<file path="src/rtl/pipeline_hazard_ctrl.sv">
// pipeline_hazard_ctrl
// Hazard and flow-control unit for the 5-stage core. It drives stall/flush of
// the PC, IF/ID and ID/EX registers for load-use bubbles, branch/trap
// redirects and multi-cycle (mul/div) EX freezes, guarded by a watchdog.
//
// Handshake note: there is no valid/ready channel here. mc_done_i is a
// 1-cycle pulse from the multi-cycle unit; mc_kill_o is a 1-cycle abort
// request that the unit must honour in the same cycle it is seen.
//
// Ports:
//   clk, rst_n              clock, synchronous active-low reset
//   id_rs1_i/id_rs2_i       source regs of the ID instruction (+ *_used_i)
//   ex_rd_i, ex_mem_read_i  destination / load flag of the EX instruction
//   ex_mc_start_i           EX instruction is mul/div, issued this cycle
//   mc_done_i               multi-cycle result valid pulse
//   ex_redirect_i, trap_i   taken branch/jump, exception/interrupt
//   pc_stall_o, if_id_stall_o, if_id_flush_o, id_ex_stall_o, id_ex_flush_o
//   mc_kill_o, mc_timeout_o multi-cycle abort / registered watchdog pulse
//   *_cnt_o                 performance counters (0 unless enabled)
//   state_dbg_o             current FSM state (0 = RUN, 1 = MC_WAIT)
//
// Optional feature macro: HAZARD_PERF_CNT_EN builds the three counters.
module pipeline_hazard_ctrl #(
  parameter int MC_TIMEOUT = 64,
  parameter int CNT_W      = 32
) (
  input  logic             clk,
  input  logic             rst_n,
  input  logic [4:0]       id_rs1_i,
  input  logic [4:0]       id_rs2_i,
  input  logic             id_rs1_used_i,
  input  logic             id_rs2_used_i,
  input  logic [4:0]       ex_rd_i,
  input  logic             ex_mem_read_i,
  input  logic             ex_mc_start_i,
  input  logic             mc_done_i,
  input  logic             ex_redirect_i,
  input  logic             trap_i,
  output logic             pc_stall_o,
  output logic             if_id_stall_o,
  output logic             if_id_flush_o,
  output logic             id_ex_stall_o,
  output logic             id_ex_flush_o,
  output logic             mc_kill_o,
  output logic             mc_timeout_o,
  output logic [CNT_W-1:0] lu_stall_cnt_o,
  output logic [CNT_W-1:0] mc_stall_cnt_o,
  output logic [CNT_W-1:0] flush_cnt_o,
  output logic             state_dbg_o
);

  localparam int WD_W = (MC_TIMEOUT > 2) ? $clog2(MC_TIMEOUT) : 1;

  typedef enum logic {
    ST_RUN     = 1'b0,
    ST_MC_WAIT = 1'b1
  } state_t;

  state_t          state_q, state_d;
  logic [WD_W-1:0] wd_cnt_q, wd_cnt_d;
  logic            mc_timeout_q, mc_timeout_d;
  logic            lu_hit;

  // rd==0 is x0 and can never carry a hazard.
  assign lu_hit = ex_mem_read_i && (ex_rd_i != 5'd0) &&
                  ((id_rs1_used_i && (id_rs1_i == ex_rd_i)) ||
                   (id_rs2_used_i && (id_rs2_i == ex_rd_i)));

  always_comb begin
    state_d       = state_q;
    wd_cnt_d      = wd_cnt_q;
    mc_timeout_d  = 1'b0;
    pc_stall_o    = 1'b0;
    if_id_stall_o = 1'b0;
    if_id_flush_o = 1'b0;
    id_ex_flush_o = 1'b0;
    mc_kill_o     = 1'b0;
    if (trap_i) begin
      if_id_flush_o = 1'b1;
      id_ex_flush_o = 1'b1;
      mc_kill_o     = (state_q == ST_MC_WAIT);
      state_d       = ST_RUN;
    end else if (state_q == ST_RUN) begin
      if (ex_redirect_i) begin
        if_id_flush_o = 1'b1;
        id_ex_flush_o = 1'b1;
      end else if (ex_mc_start_i) begin
        pc_stall_o    = 1'b1;
        if_id_stall_o = 1'b1;
        id_ex_flush_o = 1'b1;
        state_d       = ST_MC_WAIT;
        wd_cnt_d      = '0;
      end else if (lu_hit) begin
        pc_stall_o    = 1'b1;
        if_id_stall_o = 1'b1;
        id_ex_flush_o = 1'b1;
      end
    end else begin
      // MC_WAIT: done releases the freeze in the same cycle so the held ID
      // instruction advances on the next edge.
      if (mc_done_i) begin
        state_d = ST_RUN;
      end else begin
        pc_stall_o    = 1'b1;
        if_id_stall_o = 1'b1;
        id_ex_flush_o = 1'b1;
        if (wd_cnt_q == WD_W'(MC_TIMEOUT - 1)) begin
          mc_kill_o    = 1'b1;
          mc_timeout_d = 1'b1;
          state_d      = ST_RUN;
        end else begin
          wd_cnt_d = wd_cnt_q + WD_W'(1);
        end
      end
    end
  end

  always_ff @(posedge clk) begin
    if (!rst_n) begin
      state_q      <= ST_RUN;
      wd_cnt_q     <= '0;
      mc_timeout_q <= 1'b0;
    end else begin
      state_q      <= state_d;
      wd_cnt_q     <= wd_cnt_d;
      mc_timeout_q <= mc_timeout_d;
    end
  end

  assign id_ex_stall_o = 1'b0;
  assign mc_timeout_o  = mc_timeout_q;
  assign state_dbg_o   = state_q;

`ifdef HAZARD_PERF_CNT_EN
  logic [CNT_W-1:0] lu_cnt_q, lu_cnt_d;
  logic [CNT_W-1:0] mc_cnt_q, mc_cnt_d;
  logic [CNT_W-1:0] fl_cnt_q, fl_cnt_d;
  logic             lu_evt, mc_evt, fl_evt;

  assign lu_evt = (state_q == ST_RUN) && !trap_i && !ex_redirect_i &&
                  !ex_mc_start_i && lu_hit;
  // Any other PC stall comes from the multi-cycle freeze.
  assign mc_evt = pc_stall_o && !lu_evt;
  assign fl_evt = if_id_flush_o;

  always_comb begin
    lu_cnt_d = lu_cnt_q + (lu_evt ? CNT_W'(1) : CNT_W'(0));
    mc_cnt_d = mc_cnt_q + (mc_evt ? CNT_W'(1) : CNT_W'(0));
    fl_cnt_d = fl_cnt_q + (fl_evt ? CNT_W'(1) : CNT_W'(0));
  end

  always_ff @(posedge clk) begin
    if (!rst_n) begin
      lu_cnt_q <= '0;
      mc_cnt_q <= '0;
      fl_cnt_q <= '0;
    end else begin
      lu_cnt_q <= lu_cnt_d;
      mc_cnt_q <= mc_cnt_d;
      fl_cnt_q <= fl_cnt_d;
    end
  end

  assign lu_stall_cnt_o = lu_cnt_q;
  assign mc_stall_cnt_o = mc_cnt_q;
  assign flush_cnt_o    = fl_cnt_q;
`else
  assign lu_stall_cnt_o = '0;
  assign mc_stall_cnt_o = '0;
  assign flush_cnt_o    = '0;
`endif

endmodule

</file>
<file path="config.mk">
export PLATFORM = sky130hd
export DESIGN_NAME = pipeline_hazard_ctrl
export DESIGN_NICKNAME = d
export VERILOG_FILES = /design/src/rtl/pipeline_hazard_ctrl.sv
export SDC_FILE = /design/constraint.sdc
export NUM_CORES = 1
export LEC_CHECK = 0
export CAP_MARGIN = 10
export CORE_MARGIN = 4
export CORE_UTILIZATION = 33
export DETAILED_ROUTE_END_ITERATION = 16
export GPL_ROUTABILITY_DRIVEN = 0
export PLACE_DENSITY = 0.87
export RECOVER_POWER = 100
export SYNTH_ARGS = -nofsm -noshare
export SYNTH_HDL_FRONTEND = slang
export SYNTH_SLANG_ARGS = --single-unit
</file>
<file path="constraint.sdc">
create_clock -name clk -period 2.8 [get_ports clk]
set_input_delay 0.42 -clock clk [delete_from_list [all_inputs] [get_ports clk]]
set_output_delay 0.42 -clock clk [all_outputs]
set_load 0.005 [all_outputs]
</file>
==> out/results.ini <==
[setup_path]
crit_chain=clkdlybuf4s50_1 -> xor2_1 -> nor4_1 -> a32oi_1 -> o21ai_1 -> clkdlybuf4s50_1
crit_type=input port to output pin
path_buf_inv=2
cpLargestDelayFamily=buffers and inverters
critPathMostFrequentCell=clkdlybuf4s50_1
arrival_ps=2270
critPathMaxStageDelay_ps=540
cp.required_ps=2380
critPathMaxFanout=3
worstSetupStartpointType=input port
crit_path_end_kind=output pin
slowest_stage=clkdlybuf4s50_1

[logic_synthesis]
synth.lib_cells_used.distinct=34
synthTopCellsByArea=buf_4 (54%), dfxtp_1 (12%), xor2_1 (5.2%)
synth_xor_area_share_pct=6.47
synth_top_family_by_area=buffers and inverters
synth_edf_count=0
yosys.area_share.simple_pct=13.3
seq_area_frac_synth_pct=11.8
synth_compound_area_share_pct=9.06
yosysTopAreaCellShare_pct=54.3
syn_inst=171
ys_ff_latch=8
yosys-top-cells-count=buf_4 (98), dfxtp_1 (8), xor2_1 (8)
yosysTopAreaCell=buf_4
synth-adder-area-share_pct=0.924
post_synth.cell_area_avg_um2=7.92
synth_area_um2=1350
synth-warning-count=0
yosysMostFrequentCell=buf_4
synthArstFlopShare_pct=0
synthFlopType=dfxtp_1
synth_mux_area_share_pct=1.48

[placed_design]
dpl.cell_count=249
place_area_um2=1340
dp_hpwl_mm=2.20
numPortBuffers=30

[power_and_ir_drop]
vdd_drop_max_uv=112
pwr-share-seq_pct=31.3
p_leak_nw=0.655
pwr-share-clk_pct=37.8
switchingPower_mw=0.110
powerDensity_nw_per_um2=269
combPwrFrac_pct=30.9
power.internal_mw=0.259
switching_share_pct=29.9

[timing]
period_needed_ps=2690
fin_skew_ps=2.65
finalSetupViolations=0
finalHoldViolCount=0
fmax_ghz=0.372
period_share_pct=96.0
finalMaxSlewViolations=0

[layout]
area_growth_pct=1.39
nets=229
fin_cells=252
drive_gt1_share_pct=3.47
final_cell_area_um2=1370
fin_util_pct=34.6
diodes=0

[worst_hold_path]
hold_class=flip-flop to flip-flop

[global_route]
overflow=0
grt_max_degree=12
grt_first_pass_wirelength_mm=3.31
antenna_found_initial=0
grt_usage_pct=8.46
first_global_vias=757

[drt]
finalWirelength_mm=2.48
post_drt_wl_per_cell_um=9.82
drtIter0Drc=18
ant_nets=0
dr.pass1.iters=4
routed-via-count=915
vias_per_cell=3.63
drc=0

[job]
drv_cap=0

[clocking]
cts_made_buffers=3
htree_levels=1
post_cts_buffers=0
cts_tree=built
clock_sinks=8
clockBufferDepth=2
path_clk_slew_ps=40
root_buffer=clkbuf_8
clk_latency_ps=230

[floorplanning]
core_um2=3970
start_util_pct=34.1
chipHeight_um=72.1
num_rows=23
dieArea_um2=5190
die_x_um=72.1
ios=128

[outcome]
run_status=completed

final cells by class:
| cell class | instances | area (um2) |
|---|---|---|
| repair buffers | 33 | 318 |
| inverters | 1 | 3.75 |
| flip-flops and latches | 8 | 160 |
| multi-input cells | 157 | 787 |
| fillers | 429 | 2600 |
| clock buffers | 3 | 41.3 |
| well taps | 50 | 62.6 |
flip-flops by register name (all words and copies together) (netlist names):
signal and flops:
state_dbg_o 1, mc_timeout_o 1, wd_cnt_q 6
per-layer routing:
layer  share of wire, %  routed length, um  track usage (%)  vias to the layer above
li1                   -                  -                -                      436
met1                 29                711             7.77                      400
met2                 56               1380             16.1                       77
met3                 15                374             3.88                        2
met4               0.57                 14             3.13                        0
met5                  0                  0                0                        -
cells by family after synthesis:
kind of cell	Yosys count
buffers and inverters	102
AND/OR/NAND/NOR	30
AO/OA/AOI/OAI	17
XOR/XNOR	10
flip-flops	8
multiplexers	2
adder cells (fa/ha/maj)	1
other	1
repair_timing:
item	CTS	global route
gates resized for setup	0	3
endpoints found under the setup margin	0	3
hold buffers	0	0
path summary, 6_finish.rpt:
check / cells after the start / slack (ps) / to / from
max reg2reg: 6 / 670 / wd_cnt_q[4] / state_dbg_o
min: 2 / 470 / wd_cnt_q[5] / wd_cnt_q[5]
min reg2reg: 2 / 470 / wd_cnt_q[5] / wd_cnt_q[5]
max: 6 / 110 / if_id_stall_o / ex_rd_i[1]
metrics by stage:
| stage | hold slack (ps) | setup WS [ps] | power, mW | setup TNS (ps) |
|---|---|---|---|---|
| global placement | 455 | 74.4 | 0.228 | 0 |
| global route | 489 | -17.6 | 0.396 | -17.6 |
| detailed placement | 464 | 35.9 | 0.229 | 0 |
| finish | 469 | 111 | 0.369 | 0 |
| floorplan | 443 | 908 | 0.275 | 0 |
| CTS | 473 | 17.0 | 0.374 | 0 |
worst min-delay path, stage by stage, from the launching register on:
cell	delay, ps
dfxtp_1	310
nand2_1	50
mux2i_1	50
power groups by stage:
| stage | Combinational (mW) | Clock (mW) | Sequential, mW |
|---|---|---|---|
| 5_1_grt | 0.129 | 0.151 | 0.116 |
| 3_3_place_gp | 0.111 | 0 | 0.117 |
| 4_1_cts | 0.112 | 0.146 | 0.116 |
| 3_5_place_dp | 0.112 | 0 | 0.117 |
| 2_1_floorplan | 0.158 | 0 | 0.118 |
| 6_report | 0.114 | 0.140 | 0.116 |
placed cells by master (no fill, tap or decap), types with 2 or more instances in the layout:
| master | instances |
|---|---|
| xor2_1 | 8 |
| a21boi_0 | 4 |
| conb_1 | 97 |
| clkbuf_8 | 3 |
| dfxtp_1 | 8 |
| o21ai_0 | 3 |
| nor4_1 | 4 |
| dlygate4sd3_1 | 3 |
| o21ai_1 | 2 |
| o31ai_1 | 2 |
| xnor2_1 | 2 |
| nand2_1 | 5 |
| or4_1 | 3 |
| clkdlybuf4s50_1 | 26 |
| clkbuf_1 | 2 |
| or2_2 | 2 |
| nor3b_1 | 2 |
| mux2i_1 | 2 |
| nand2b_1 | 3 |
| nand3_1 | 4 |
Power figures use the tool's default switching activity.
